## config.mk

```make
export PLATFORM = sky130hd
export DESIGN_NAME = pwm_bank_flat
export DESIGN_NICKNAME = d
export VERILOG_FILES = /design/src/rtl/pwm_bank_pkg.sv /design/src/rtl/pwm_bank_if.sv /design/src/rtl/pwm_cmp.sv /design/src/rtl/pwm_bank.sv /design/src/flat_wrapper.sv
export SDC_FILE = /design/constraint.sdc
export NUM_CORES = 1
export LEC_CHECK = 0
export BUFFER_PORTS_ARGS = -buffer_cell sky130_fd_sc_hd__clkbuf_2
export CAP_MARGIN = 40
export CORE_ASPECT_RATIO = 0.7
export CORE_MARGIN = 1
export CORE_UTILIZATION = 35
export CTS_CLUSTER_DIAMETER = 200
export DETAILED_ROUTE_END_ITERATION = 10
export MAX_ROUTING_LAYER = met4
export RECOVER_POWER = 25
export SLEW_MARGIN = 20
export SYNTH_ARGS = -nofsm -noshare
export SYNTH_HDL_FRONTEND = slang
export SYNTH_SLANG_ARGS = --single-unit
```

## constraint.sdc

```tcl
create_clock -name clk -period 2.5 [get_ports clk]
set_input_delay 0.5 -clock clk [delete_from_list [all_inputs] [get_ports clk]]
set_output_delay 0.5 -clock clk [all_outputs]
set_load 0.1 [all_outputs]
```

## src/rtl/pwm_bank_pkg.sv

```systemverilog
// Shared constants and types for the PWM bank: register map, ctrl bit positions, bus widths.
package pwm_bank_pkg;

  localparam int unsigned ADDR_W = 4;
  localparam int unsigned DATA_W = 16;

  localparam logic [ADDR_W-1:0] ADDR_PERIOD = 4'd8;
  localparam logic [ADDR_W-1:0] ADDR_PRESC  = 4'd9;
  localparam logic [ADDR_W-1:0] ADDR_EN     = 4'd10;
  localparam logic [ADDR_W-1:0] ADDR_CTRL   = 4'd11;

  localparam int unsigned CTRL_RUN = 0;
  localparam int unsigned CTRL_INV = 1;

  typedef struct packed {
    logic invert;
    logic run;
  } ctrl_t;

endpackage

```

## src/rtl/pwm_bank_if.sv

```systemverilog
// Register access bus of the PWM bank: write strobe/address/data and registered readback.
interface pwm_bank_if;
  import pwm_bank_pkg::*;

  logic              wr_en;
  logic [ADDR_W-1:0] addr;
  logic [DATA_W-1:0] wr_data;
  logic [DATA_W-1:0] rd_data;

  modport master (output wr_en, output addr, output wr_data, input  rd_data);
  modport slave  (input  wr_en, input  addr, input  wr_data, output rd_data);

endinterface

```

## src/rtl/pwm_cmp.sv

```systemverilog
// One PWM channel: duty shadow/active pair, compare against the shared counter, output flop.
module pwm_cmp #(
  parameter int unsigned CNT_W = 16
) (
  input  logic             clk,
  input  logic             rst_n,
  input  logic             wr_en,
  input  logic [CNT_W-1:0] wr_data,
  input  logic             load,
  input  logic [CNT_W-1:0] count,
  input  logic             gate,
  input  logic             invert,
  output logic [CNT_W-1:0] duty_shadow,
  output logic             pwm
);

  logic [CNT_W-1:0] duty_act;

  // Active copy samples the pre-write shadow, so a write coincident with load waits one period.
  always_ff @(posedge clk or negedge rst_n) begin
    if (!rst_n) begin
      duty_shadow <= '0;
      duty_act    <= '0;
      pwm         <= 1'b0;
    end else begin
      if (wr_en) duty_shadow <= wr_data;
      if (load)  duty_act    <= duty_shadow;
      pwm <= (gate & (duty_act > count)) ^ invert;
    end
  end

endmodule

```

## src/rtl/pwm_bank.sv

```systemverilog
// Multi-channel PWM generator: register decode, prescaler, shared period counter, per-channel compare.
module pwm_bank
  import pwm_bank_pkg::*;
#(
  parameter int unsigned NUM_CH = 8,
  parameter int unsigned CNT_W  = 16,
  parameter int unsigned PRE_W  = 8
) (
  input  logic              clk,
  input  logic              rst_n,
  pwm_bank_if.slave         bus,
  output logic [NUM_CH-1:0] pwm_out,
  output logic              cycle_start
);

  logic [CNT_W-1:0]  period_sh;
  logic [CNT_W-1:0]  period_act;
  logic [PRE_W-1:0]  presc_sh;
  logic [PRE_W-1:0]  presc_act;
  logic [NUM_CH-1:0] en;
  ctrl_t             ctrl;

  logic [PRE_W-1:0]  presc_cnt;
  logic [CNT_W-1:0]  count;
  logic [CNT_W-1:0]  duty_sh [NUM_CH];

  logic              tick_c;
  logic              wrap_c;
  logic              load_c;
  logic [NUM_CH-1:0] duty_we_c;
  logic              period_we_c;
  logic              presc_we_c;
  logic              en_we_c;
  logic              ctrl_we_c;
  logic [DATA_W-1:0] rd_c;

  // Write decode; unmapped addresses produce no strobe.
  always_comb begin
    duty_we_c   = '0;
    period_we_c = 1'b0;
    presc_we_c  = 1'b0;
    en_we_c     = 1'b0;
    ctrl_we_c   = 1'b0;
    for (int unsigned i = 0; i < NUM_CH; i++) begin
      duty_we_c[i] = bus.wr_en && (bus.addr == ADDR_W'(i));
    end
    if (bus.wr_en) begin
      case (bus.addr)
        ADDR_PERIOD: period_we_c = 1'b1;
        ADDR_PRESC:  presc_we_c  = 1'b1;
        ADDR_EN:     en_we_c     = 1'b1;
        ADDR_CTRL:   ctrl_we_c   = 1'b1;
        default:     ;
      endcase
    end
  end

  // Readback mux over the shadow copies, zero-extended.
  always_comb begin
    rd_c = '0;
    for (int unsigned i = 0; i < NUM_CH; i++) begin
      if (bus.addr == ADDR_W'(i)) rd_c = DATA_W'(duty_sh[i]);
    end
    case (bus.addr)
      ADDR_PERIOD: rd_c = DATA_W'(period_sh);
      ADDR_PRESC:  rd_c = DATA_W'(presc_sh);
      ADDR_EN:     rd_c = DATA_W'(en);
      ADDR_CTRL:   rd_c = DATA_W'({ctrl.invert, ctrl.run});
      default:     ;
    endcase
  end

  // While stopped the active set tracks the shadows, so a restart begins with current values.
  assign tick_c = ctrl.run && (presc_cnt == presc_act);
  assign wrap_c = tick_c && (count >= period_act);
  assign load_c = !ctrl.run || wrap_c;

  always_ff @(posedge clk or negedge rst_n) begin
    if (!rst_n) begin
      period_sh   <= '0;
      period_act  <= '0;
      presc_sh    <= '0;
      presc_act   <= '0;
      en          <= '0;
      ctrl        <= '0;
      rd_data_clr();
    end else begin
      if (period_we_c) period_sh <= CNT_W'(bus.wr_data);
      if (presc_we_c)  presc_sh  <= PRE_W'(bus.wr_data);
      if (en_we_c)     en        <= NUM_CH'(bus.wr_data);
      if (ctrl_we_c) begin
        ctrl.run    <= bus.wr_data[CTRL_RUN];
        ctrl.invert <= bus.wr_data[CTRL_INV];
      end
      if (load_c) begin
        period_act <= period_sh;
        presc_act  <= presc_sh;
      end
    end
  end

  // No-op reset hook; the readback flop is cleared in its own block below.
  function automatic void rd_data_clr();
  endfunction

  always_ff @(posedge clk or negedge rst_n) begin
    if (!rst_n) begin
      bus.rd_data <= '0;
    end else begin
      bus.rd_data <= rd_c;
    end
  end

  // Prescaler and period counter, both parked at zero while stopped.
  always_ff @(posedge clk or negedge rst_n) begin
    if (!rst_n) begin
      presc_cnt   <= '0;
      count       <= '0;
      cycle_start <= 1'b0;
    end else begin
      cycle_start <= wrap_c;
      if (!ctrl.run) begin
        presc_cnt <= '0;
        count     <= '0;
      end else if (tick_c) begin
        presc_cnt <= '0;
        count     <= wrap_c ? '0 : count + CNT_W'(1);
      end else begin
        presc_cnt <= presc_cnt + PRE_W'(1);
      end
    end
  end

  for (genvar g = 0; g < NUM_CH; g++) begin : g_ch
    pwm_cmp #(
      .CNT_W(CNT_W)
    ) u_cmp (
      .clk         (clk),
      .rst_n       (rst_n),
      .wr_en       (duty_we_c[g]),
      .wr_data     (CNT_W'(bus.wr_data)),
      .load        (load_c),
      .count       (count),
      .gate        (ctrl.run & en[g]),
      .invert      (ctrl.invert),
      .duty_shadow (duty_sh[g]),
      .pwm         (pwm_out[g])
    );
  end

endmodule

```

## src/flat_wrapper.sv

```systemverilog
// flat-port wrapper written by rule: the top's interface ports become plain ports
module pwm_bank_flat import pwm_bank_pkg::*;
#(
  parameter int unsigned NUM_CH = 8,
  parameter int unsigned CNT_W  = 16,
  parameter int unsigned PRE_W  = 8
)
  (clk, rst_n, pwm_out, cycle_start, bus_wr_en, bus_addr, bus_wr_data, bus_rd_data);
  pwm_bank_if bus_i ();
  input  logic clk;
  input  logic rst_n;
  output logic [NUM_CH-1:0] pwm_out;
  output logic cycle_start;
  input wire logic [$bits(bus_i.wr_en)-1:0] bus_wr_en;
  input wire logic [$bits(bus_i.addr)-1:0] bus_addr;
  input wire logic [$bits(bus_i.wr_data)-1:0] bus_wr_data;
  output wire logic [$bits(bus_i.rd_data)-1:0] bus_rd_data;
  assign bus_i.wr_en = bus_wr_en;
  assign bus_i.addr = bus_addr;
  assign bus_i.wr_data = bus_wr_data;
  assign bus_rd_data = bus_i.rd_data;
  pwm_bank #(.NUM_CH(NUM_CH), .CNT_W(CNT_W), .PRE_W(PRE_W)) u_core (.clk(clk), .rst_n(rst_n), .bus(bus_i), .pwm_out(pwm_out), .cycle_start(cycle_start));
endmodule
```

==> results.toml <==
[status]
outcome = "finished with violations"
violations = "max-capacitance violations, max-slew violations, negative setup slack"

[detailed_routing]
antenna_left = 0
drc = 0
drtIter0Drc = 1186
vias = 12370
viasPerCell = 5.451
routed.top_layer = "met4"
wl_met1_mm = 26.56
first_pass_iters = 5
wirelength_mm = 52.09
dr_wl_met3_mm = 3.908
met2_length_mm = 20.87
wl_per_cell_um = 22.96

[grt]
grt_max_degree = 61
grt_antenna_before_repair = 1
grt_pass1_wl_mm = 78.05
grt_pass1_vias = 12210
grt_overflow = 0
track_usage_pct = 20.14

[synthesis]
yosysSeqAreaShare_pct = 49.64
synth.area.top_cells = "dfrtp_1 (50%), mux2_2 (17%), ha_1 (10%)"
syn-num-nets = 1599
synth-adder-area-share_pct = 9.983
synth_edf_count = 0
synth-compound-area-share_pct = 6.140
ys.warnings.count = 0
yosys.area_share.simple_pct = 5.921
syn_area_per_cell_um2 = 12.80
yosysUniqueCellTypes = 54
synth_top_family_by_area = "multiplexers"
synth-xor-area-share_pct = 1.723
ys.flop_type = "dfrtp_1"
synth-seq-cells = 363
synth_top_area_share_pct = 49.64
syn_area_um2 = 18300
synthArstFlopShare_pct = 100.0
yosysTopAreaCell = "dfrtp_1"
synthesis.instances = 1430
synth_mux_area_share_pct = 23.32

[floorplan]
rows = 69
die_x_um = 275.3
dieArea_um2 = 53210
die_h_um = 193.3
start_util_pct = 35.74
core-area_um2 = 51200
io_pins = 48

[setup_path]
cpMaxStageDelayCell = "dfrtp_2"
reg2reg_slack_ps = -10
crit_path_end_kind = "flip-flop"
crit_required_ps = 2930
path_class = "flip-flop to flip-flop"
critical_path.endpoint = "u_core.g_ch[2].u_cmp.duty_act[10]"
r2r.worst_path.cells = 10
critPathMaxFanout = 16
worstPathArrival_ps = 2940
cp-start-kind = "flip-flop"
cpPeakStageDelay_ps = 410
r2r-start = "u_core.count[0]"
path_common_cell = "buf_12"
r2r-end = "u_core.g_ch[2].u_cmp.duty_act[10]"
startpoint = "u_core.count[0]"
crit_chain = "inv_2, ha_4, nand2b_4, a2111oi_4, o311ai_1, a211oi_2, o21a_4, buf_12, buf_12, mux2_2"

[sta]
hold_viol = 0
worst_slew_pin_slew_ps = 1752
setup_slack_ps = -11.99
rsz0062_at_grt = "yes"
period_share_pct = 100.5
whs_ps = 377.2
relSlewSlack_pct = -16.77
maxSlewViolCount = 59
max_freq_mhz = 398.1
tns_ps = -94.71
setup_viol = 21
fin_worst_skew_ps = 25.49
fin_crit_ps = 2512

[layout]
fin_area_um2 = 21660
mostFrequentLayoutCell = "dfrtp_1"
area_growth_pct = 18.35
final_cell_mix = "dfrtp_1 (361), mux2_2 (281), ha_1 (144), buf_4 (95), nand2_1 (75)"
final_nets = 1736
fillerInstances = 4694
drive_gt1_share_pct = 36.91
fin_cells = 2269
finalCoreUtilization_pct = 42.30

[place]
dp_hpwl_mm = 38.11
gp_congestion = 0.9131
numPlacedInstances = 2191
pre_cts_ws_ps = -59.10
place_area_um2 = 20220
port_buffers = 47

[clock_network]
cts_tree = "done"
root_buffer = "clkbuf_16"
clock_sinks = 363
worstSkewPairLatency_ps = 550
cts_made_buffers = 37
cts_max_level = 2
clk_pin_slew_ps = 70
cts_buffer_depth = 3

[pwr]
p_total_mw = 22.21
power.density_nw_per_um2 = 1026
ir_drop_mv = 0.5370
p_leak_nw = 9.729

[min_path]
hold_class = "input port to flip-flop"

[run]
maxCapViolations = 1
[state kept, by name, indices dropped and copies added (netlist names), 2 cells and up]
name	flops
u_core.presc_act	8
u_core.presc_sh	8
u_core.presc_cnt	8
u_core.count	16
u_core.ctrl	2
u_core.period_sh	16
u_core.g_ch.u_cmp.pwm	8
u_core.g_ch.u_cmp.duty_act	128
u_core.period_act	16
u_core.g_ch.u_cmp.duty_shadow	128
u_core.bus.rd_data	16
u_core.en	8
[kinds of logic (layout without fill, tap and decap cells)]
group | after synthesis | count (layout)
simple gates | 228 | 228
fa+ha+maj | 146 | 146
other cells | 0 | 2
buf+inv | 117 | 280
compound gates | 180 | 180
flops | 363 | 363
mux | 360 | 360
xor+xnor | 36 | 36
[layout make-up]
type | count | area [um^2] | share of cell area [%]
Timing Repair Buffer | 167 | 1375 | 6.349
Multi-Input combinational cell | 950 | 8850 | 40.86
Clock buffer | 49 | 1064 | 4.911
Clock inverter | 16 | 246.5 | 1.138
Sequential cell | 363 | 9086 | 41.96
Inverter | 48 | 187.7 | 0.8666
Antenna cell | 2 | 5.005 | 0.02311
Tap cell | 674 | 843.3 | 3.894
[routing by layer]
| metal | vias to the layer above | track usage, % |
|---|---|---|
| li1 | 5525 | - |
| met2 | 387 | 26.18 |
| met5 | - | - |
| met1 | 6393 | 31.28 |
| met3 | 63 | 4.903 |
| met4 | 0 | 3.520 |
[report_power, final]
part / switching (mW) / total [mW] / internal [mW]
combinational: 3.69 / 7.16 / 3.47
sequential: 1.40 / 9.01 / 7.61
clock: 2.42 / 6.05 / 3.63
[worst min-delay path by stage]
stage / cells past startpoint / end / start
floorplan: 0 / u_core.bus.rd_data[0] / rst_n
global placement: 1 / u_core.period_act[15] / u_core.period_act[15]
detailed placement: 1 / u_core.presc_cnt[0] / rst_n
CTS: 2 / u_core.g_ch[1].u_cmp.duty_shadow[10] / bus_wr_data[10]
global route: 2 / u_core.g_ch[0].u_cmp.duty_shadow[10] / bus_wr_data[10]
finish: 2 / u_core.g_ch[4].u_cmp.duty_shadow[11] / bus_wr_data[11]
[critical path: cells and delay by family (launching register included)]
kind                       cells  cell delay (ps)
adders and majority gates      1              190
muxes                          1              340
DFF                            1              410
AOI/OAI and AO/OA              4              870
buffers and inverters          3              420
and+or+nand+nor                1              140
[Yosys cell counts (8+ instances only)]
master	number
buf_2	8
mux2_1	40
clkbuf_1	33
and3_1	8
buf_4	18
a21oi_1	57
dfrtp_1	363
nand3_1	22
o21a_1	13
nor2_1	54
nor2b_1	12
a211oi_1	10
inv_1	48
mux2_2	281
mux2i_1	18
ha_1	146
o21ai_0	43
xor2_1	12
nand4_1	36
nand2_1	75
xnor2_1	24
mux4_2	21
a31oi_1	11
[repair_timing]
action,CTS,global route
pin swaps,2,2
setup buffers,3,6
gates resized for setup,3,11
endpoints found under the hold margin,50,0
setup endpoints to repair,111,134
cloned,0,1
hold buffers,1,0
Note: power is estimated with default switching activity, not from simulation.
